<file path="config.mk">
export PLATFORM = sky130hd
export DESIGN_NAME = uart_fifo_ctrl
export DESIGN_NICKNAME = d
export VERILOG_FILES = /design/src/rtl/uart_pkg.sv /design/src/rtl/uart_fifo_mem.sv /design/src/rtl/uart_fifo_ctrl.sv
export SDC_FILE = /design/constraint.sdc
export NUM_CORES = 1
export LEC_CHECK = 0
export BUFFER_PORTS_ARGS = -buffer_cell sky130_fd_sc_hd__buf_2
export CAP_MARGIN = 20
export CORE_ASPECT_RATIO = 1.4
export CORE_MARGIN = 2
export CORE_UTILIZATION = 25
export DETAILED_ROUTE_END_ITERATION = 6
export PLACE_DENSITY = 0.38
export SYNTH_ARGS = -nofsm -noshare
export SYNTH_HDL_FRONTEND = slang
export SYNTH_HIERARCHICAL = 1
export SYNTH_SLANG_ARGS = --single-unit
</file>
<file path="constraint.sdc">
create_clock -name clk -period 2.8 [get_ports clk]
set_clock_uncertainty 0.1 [all_clocks]
set_input_delay 0.28 -clock clk [delete_from_list [all_inputs] [get_ports clk]]
set_output_delay 0.28 -clock clk [all_outputs]
set_load 0.1 [all_outputs]
</file>
<file path="src/rtl/uart_pkg.sv">
// rtl/uart_pkg.sv - shared widths and entry/pointer types for the UART FIFOs
package uart_pkg;

    localparam int UART_FIFO_DATA_WIDTH = 8;
    localparam int UART_FIFO_ADDR_WIDTH = 4;
    localparam int UART_FIFO_DEPTH      = 2 ** UART_FIFO_ADDR_WIDTH;

    typedef logic [UART_FIFO_DATA_WIDTH-1:0] uart_fifo_data_t;
    // One extra MSB distinguishes full from empty when the low bits match.
    typedef logic [UART_FIFO_ADDR_WIDTH:0]   uart_fifo_ptr_t;

endpackage

</file>
<file path="src/rtl/uart_fifo_mem.sv">
// rtl/uart_fifo_mem.sv - DEPTH x DATA_WIDTH register file, clocked write, async read
module uart_fifo_mem #(
    parameter int DATA_WIDTH = 8,
    parameter int ADDR_WIDTH = 4,
    parameter int DEPTH      = 16
) (
    input  logic                  clk,
    input  logic                  wr_en,
    input  logic [ADDR_WIDTH-1:0] wr_addr,
    input  logic [DATA_WIDTH-1:0] wr_data,
    input  logic [ADDR_WIDTH-1:0] rd_addr,
    output logic [DATA_WIDTH-1:0] rd_data
);

    logic [DATA_WIDTH-1:0] mem [DEPTH];

    always_ff @(posedge clk) begin
        if (wr_en) begin
            mem[wr_addr] <= wr_data;
        end
    end

    assign rd_data = mem[rd_addr];

endmodule

</file>
<file path="src/rtl/uart_fifo_ctrl.sv">
// rtl/uart_fifo_ctrl.sv - UART TX/RX FIFO pointers and status; UART_FIFO_ERR_FLAG_EN adds sticky overflow/underflow
module uart_fifo_ctrl
    import uart_pkg::*;
#(
    parameter int DATA_WIDTH = UART_FIFO_DATA_WIDTH,
    parameter int ADDR_WIDTH = UART_FIFO_ADDR_WIDTH,
    parameter int DEPTH      = 2 ** ADDR_WIDTH
) (
    input  logic                  clk,
    input  logic                  rstnn,
    input  logic                  clear,
    input  logic                  push_valid,
    input  logic [DATA_WIDTH-1:0] push_data,
    output logic                  push_ready,
    output logic                  pop_valid,
    output logic [DATA_WIDTH-1:0] pop_data,
    input  logic                  pop_ready,
    output logic [ADDR_WIDTH:0]   count,
    output logic                  full,
`ifdef UART_FIFO_ERR_FLAG_EN
    output logic                  overflow,
    output logic                  underflow,
`endif
    output logic                  empty
);

    localparam logic [ADDR_WIDTH:0] PTR_ONE = 1;

    logic [ADDR_WIDTH:0] wptr;
    logic [ADDR_WIDTH:0] rptr;
    logic                push_fire;
    logic                pop_fire;

    // Status is decoded from registered pointers only, so push_ready never
    // depends on pop_ready and nothing falls through while empty.
    assign empty      = (wptr == rptr);
    assign full       = (wptr[ADDR_WIDTH] != rptr[ADDR_WIDTH]) &&
                        (wptr[ADDR_WIDTH-1:0] == rptr[ADDR_WIDTH-1:0]);
    assign count      = wptr - rptr;
    assign push_ready = !full;
    assign pop_valid  = !empty;

    assign push_fire  = push_valid && push_ready;
    assign pop_fire   = pop_valid && pop_ready;

    always_ff @(posedge clk) begin
        if (!rstnn) begin
            wptr <= '0;
            rptr <= '0;
        end else if (clear) begin
            wptr <= '0;
            rptr <= '0;
        end else begin
            if (push_fire) begin
                wptr <= wptr + PTR_ONE;
            end
            if (pop_fire) begin
                rptr <= rptr + PTR_ONE;
            end
        end
    end

`ifdef UART_FIFO_ERR_FLAG_EN
    always_ff @(posedge clk) begin
        if (!rstnn || clear) begin
            overflow  <= 1'b0;
            underflow <= 1'b0;
        end else begin
            if (push_valid && full) begin
                overflow <= 1'b1;
            end
            if (pop_ready && empty) begin
                underflow <= 1'b1;
            end
        end
    end
`endif

    uart_fifo_mem #(
        .DATA_WIDTH (DATA_WIDTH),
        .ADDR_WIDTH (ADDR_WIDTH),
        .DEPTH      (DEPTH)
    ) u_mem (
        .clk     (clk),
        .wr_en   (push_fire && rstnn && !clear),
        .wr_addr (wptr[ADDR_WIDTH-1:0]),
        .wr_data (push_data),
        .rd_addr (rptr[ADDR_WIDTH-1:0]),
        .rd_data (pop_data)
    );

endmodule
</file>
==> results.sh <==
export IMPL_cts_root_buffer="clkbuf_16"
export IMPL_start_util_pct=25.2
export IMPL_dr_total_vias=2937
export IMPL_synth_top_family_by_area="multiplexers"
export IMPL_drive_gt1_share_pct=30.9
export IMPL_synth_warnings=6
export IMPL_hold_path_class="primary input to register"
export IMPL_ir_drop_v=0.000410
export IMPL_syn_inst=295
export IMPL_finalSetupViolations=0
export IMPL_cts_tree="built"
export IMPL_cts_hold_buf=0
export IMPL_synthArstFlopShare_pct=0
export IMPL_ios=30
export IMPL_p_leak_nw=2.33
export IMPL_power_switching_uw=977
export IMPL_period_share_pct=95.9
export IMPL_status="finished clean"
export IMPL_clk_latency_ps=420
export IMPL_die_area_sq_um=23800
export IMPL_clkTransAtPathRegs_ps=60
export IMPL_ys_seq_area_share_pct=71.8
export IMPL_post_cts_buffers=0
export IMPL_via_per_inst=4.34
export IMPL_grtUsageTotal_pct=12.4
export IMPL_tightest_slew_ps=516
export IMPL_fin_ws_ps=116
export IMPL_synth_edf_count=128
export IMPL_synth_top_area_share_pct=68.2
export IMPL_ys_seq_elements=138
export IMPL_place_area_sq_um=6500
export IMPL_antenna_found_initial=0
export IMPL_place_gp_congestion=0.736
export IMPL_synth_fa_ha_area_share_pct=1.69
export IMPL_drt_first_pass_iters=4
export IMPL_dp_slack_ps=169
export IMPL_grt_pass1_vias=3204
export IMPL_synth_xor_area_share_pct=2.15
export IMPL_max_freq_ghz=0.373
export IMPL_n_fill_cell=2167
export IMPL_clockPowerShare_pct=45.8
export IMPL_synth_compound_area_share_pct=3.51
export IMPL_die_h_microns=182
export IMPL_drt_wl_total_microns=13500
export IMPL_pwr_share_seq_pct=49.1
export IMPL_endpoint_kind="output port"
export IMPL_drv_cap=0
export IMPL_power_density_nw_per_um2=647
export IMPL_synth_largest_area_cell="edfxtp_1"
export IMPL_rows=65
export IMPL_finalHoldViolCount=0
export IMPL_core_sq_um=22400
export IMPL_die_w_microns=131
export IMPL_antennaDiodeCount=0
export IMPL_hpwl_microns=8930
export IMPL_post_route_cell_area_sq_um=7110
export IMPL_muxShareOfSynthArea_pct=14.1
export IMPL_cts_buffers=17
export IMPL_crit_path_start_kind="register"
export IMPL_clk_path_buf_depth=2
export IMPL_syn_mean_instance_area_sq_um=19.1
export IMPL_syn_nets=315
export IMPL_nets=382
export IMPL_synth_area_leaders="edfxtp_1 (68%), mux4_2 (7.2%), mux4_1 (6.5%)"
export IMPL_synth_simple_area_share_pct=4.60
export IMPL_internal_power_mw=3.62
export IMPL_rsz0062_at_grt="no"
export IMPL_p_sw_share_pct=21.2
export IMPL_grt_max_degree=36
export IMPL_ys_dominant_reg_cell="edfxtp_1"
export IMPL_overflow=0
export IMPL_worstPathRequired_ps=2420
export IMPL_combPwrFrac_pct=5.1
export IMPL_htree_num_levels=4
export IMPL_syn2layout_area_growth_pct=26.2
export IMPL_path_max_fanout=18
export IMPL_timing_worst_setup_path_type="register to output port"
export IMPL_syn_cell_area_sq_um=5630
export IMPL_drcViolationCount=0
export IMPL_finalMaxSlewViolations=0
export IMPL_wl_per_cell_microns=20.0
export IMPL_grt_first_pass_wirelength_microns=20300
export IMPL_clock_sinks=138
export IMPL_io_buffers=29
export IMPL_relSlewSlack_pct=65.6
export IMPL_synth_cell_type_count=33
export IMPL_ant_nets=0
export IMPL_period_minus_slack_ps=2680
export IMPL_drt_initial_drc_count=264
export IMPL_worst_ep_arrival_time_ps=2300
repair_timing:
| item | 4_1_cts | 5_1_grt |
|---|---|---|
| endpoints found under the setup margin | 4 | 12 |
| pin swaps | 0 | 0 |
| resized for setup | 0 | 6 |
| cloned | 1 | 0 |
cell type report:
type | instances | area [sq um] | share of cell area [%]
sequential | 138 | 4050 | 56.9
tap | 301 | 377 | 5.29
timing repair buffer | 60 | 604 | 8.50
inverter | 8 | 37.5 | 0.528
multi-input combinational | 137 | 1490 | 20.9
clock inverter | 14 | 131 | 1.85
clock buffer | 18 | 429 | 6.03
critical path, stage by stage (launching register included):
cell,delay (ps)
dfxtp_2,390
buf_12,200
mux4_1,610
a22oi_1,260
nand2_1,100
buf_2,300
logic make-up after synthesis:
| logic type | Yosys count |
|---|---|
| xor gates and xnor gates | 13 |
| adders and majority gates | 7 |
| buffers and inverters | 20 |
| AOI/OAI and AO/OA | 28 |
| muxes | 34 |
| and+or+nand+nor | 55 |
| DFF | 138 |
cell usage in the layout, fill, tap and decap left out, types with 4 or more instances in the layout:
master      Yosys  final
buf_2           3     15
ha_1            6      6
buf_12          0     13
clkinv_1        0      4
dfxtp_1        10      9
a22oi_1        16     15
a21oi_1         6      6
buf_4           1     29
xor2_1          4      4
clkbuf_16       0     17
mux4_1         14     14
nor3_1          4      4
clkinvlp_4      0      7
inv_1           8      6
nor2_1         24     23
mux4_2         18     18
nand2_1        11     11
nand4_1         5      5
xnor2_1         8      6
edfxtp_1      128    128
per-layer routing:
metal  global-route usage [%]  part of all wire [%]  wire length [microns]
met1                     14.2                    40                   5470
met2                     21.6                    54                   7270
met3                     2.77                   3.1                    413
met4                     5.62                   2.7                    370
met5                        0                     0                      0
state kept, by name, indices dropped and copies added, names as in the netlist:
| name | flops |
|---|---|
| rptr | 5 |
| u_mem/mem | 128 |
| wptr | 5 |
synthesized netlist by cell type, types with 4 or more instances:
cell type and number:
a21oi_1 6, a22oi_1 16, dfxtp_1 10, edfxtp_1 128, ha_1 6, inv_1 8, mux4_1 14, mux4_2 18
nand2_1 11, nand4_1 5, nor2_1 24, nor3_1 4, xnor2_1 8, xor2_1 4
final timing paths:
| kind | from | endpoint | slack, ps | depth (start not counted) |
|---|---|---|---|---|
| setup reg to reg | rptr[2] | u_mem/mem[0][6] | 200 | 8 |
| hold reg to reg | wptr[0] | wptr[0] | 460 | 3 |
| setup / recovery | rptr[0] | pop_data[0] | 120 | 5 |
| hold / removal | push_data[6] | u_mem/mem[4][6] | 160 | 1 |
through the flow:
stage	hold WS, ps	power, mW	setup TNS, ps	utilization [%]	cells
floorplan	279	2.44	-1260	-	295
global placement	456	2.54	0	29.1	643
detailed placement	455	2.54	0	29.1	643
CTS	144	4.66	0	31.7	676
global route	166	4.76	0	31.8	676
finish	162	4.60	0	31.8	676
power groups by stage:
stage | clock, mW | sequential, mW | combinational [mW]
finish | 2.11 | 2.26 | 0.234
global route | 2.25 | 2.26 | 0.250
CTS | 2.16 | 2.26 | 0.238
global placement | 0 | 2.30 | 0.233
floorplan | 0 | 2.30 | 0.135
detailed placement | 0 | 2.30 | 0.234
No activity file was read; power rests on OpenSTA's default activity.
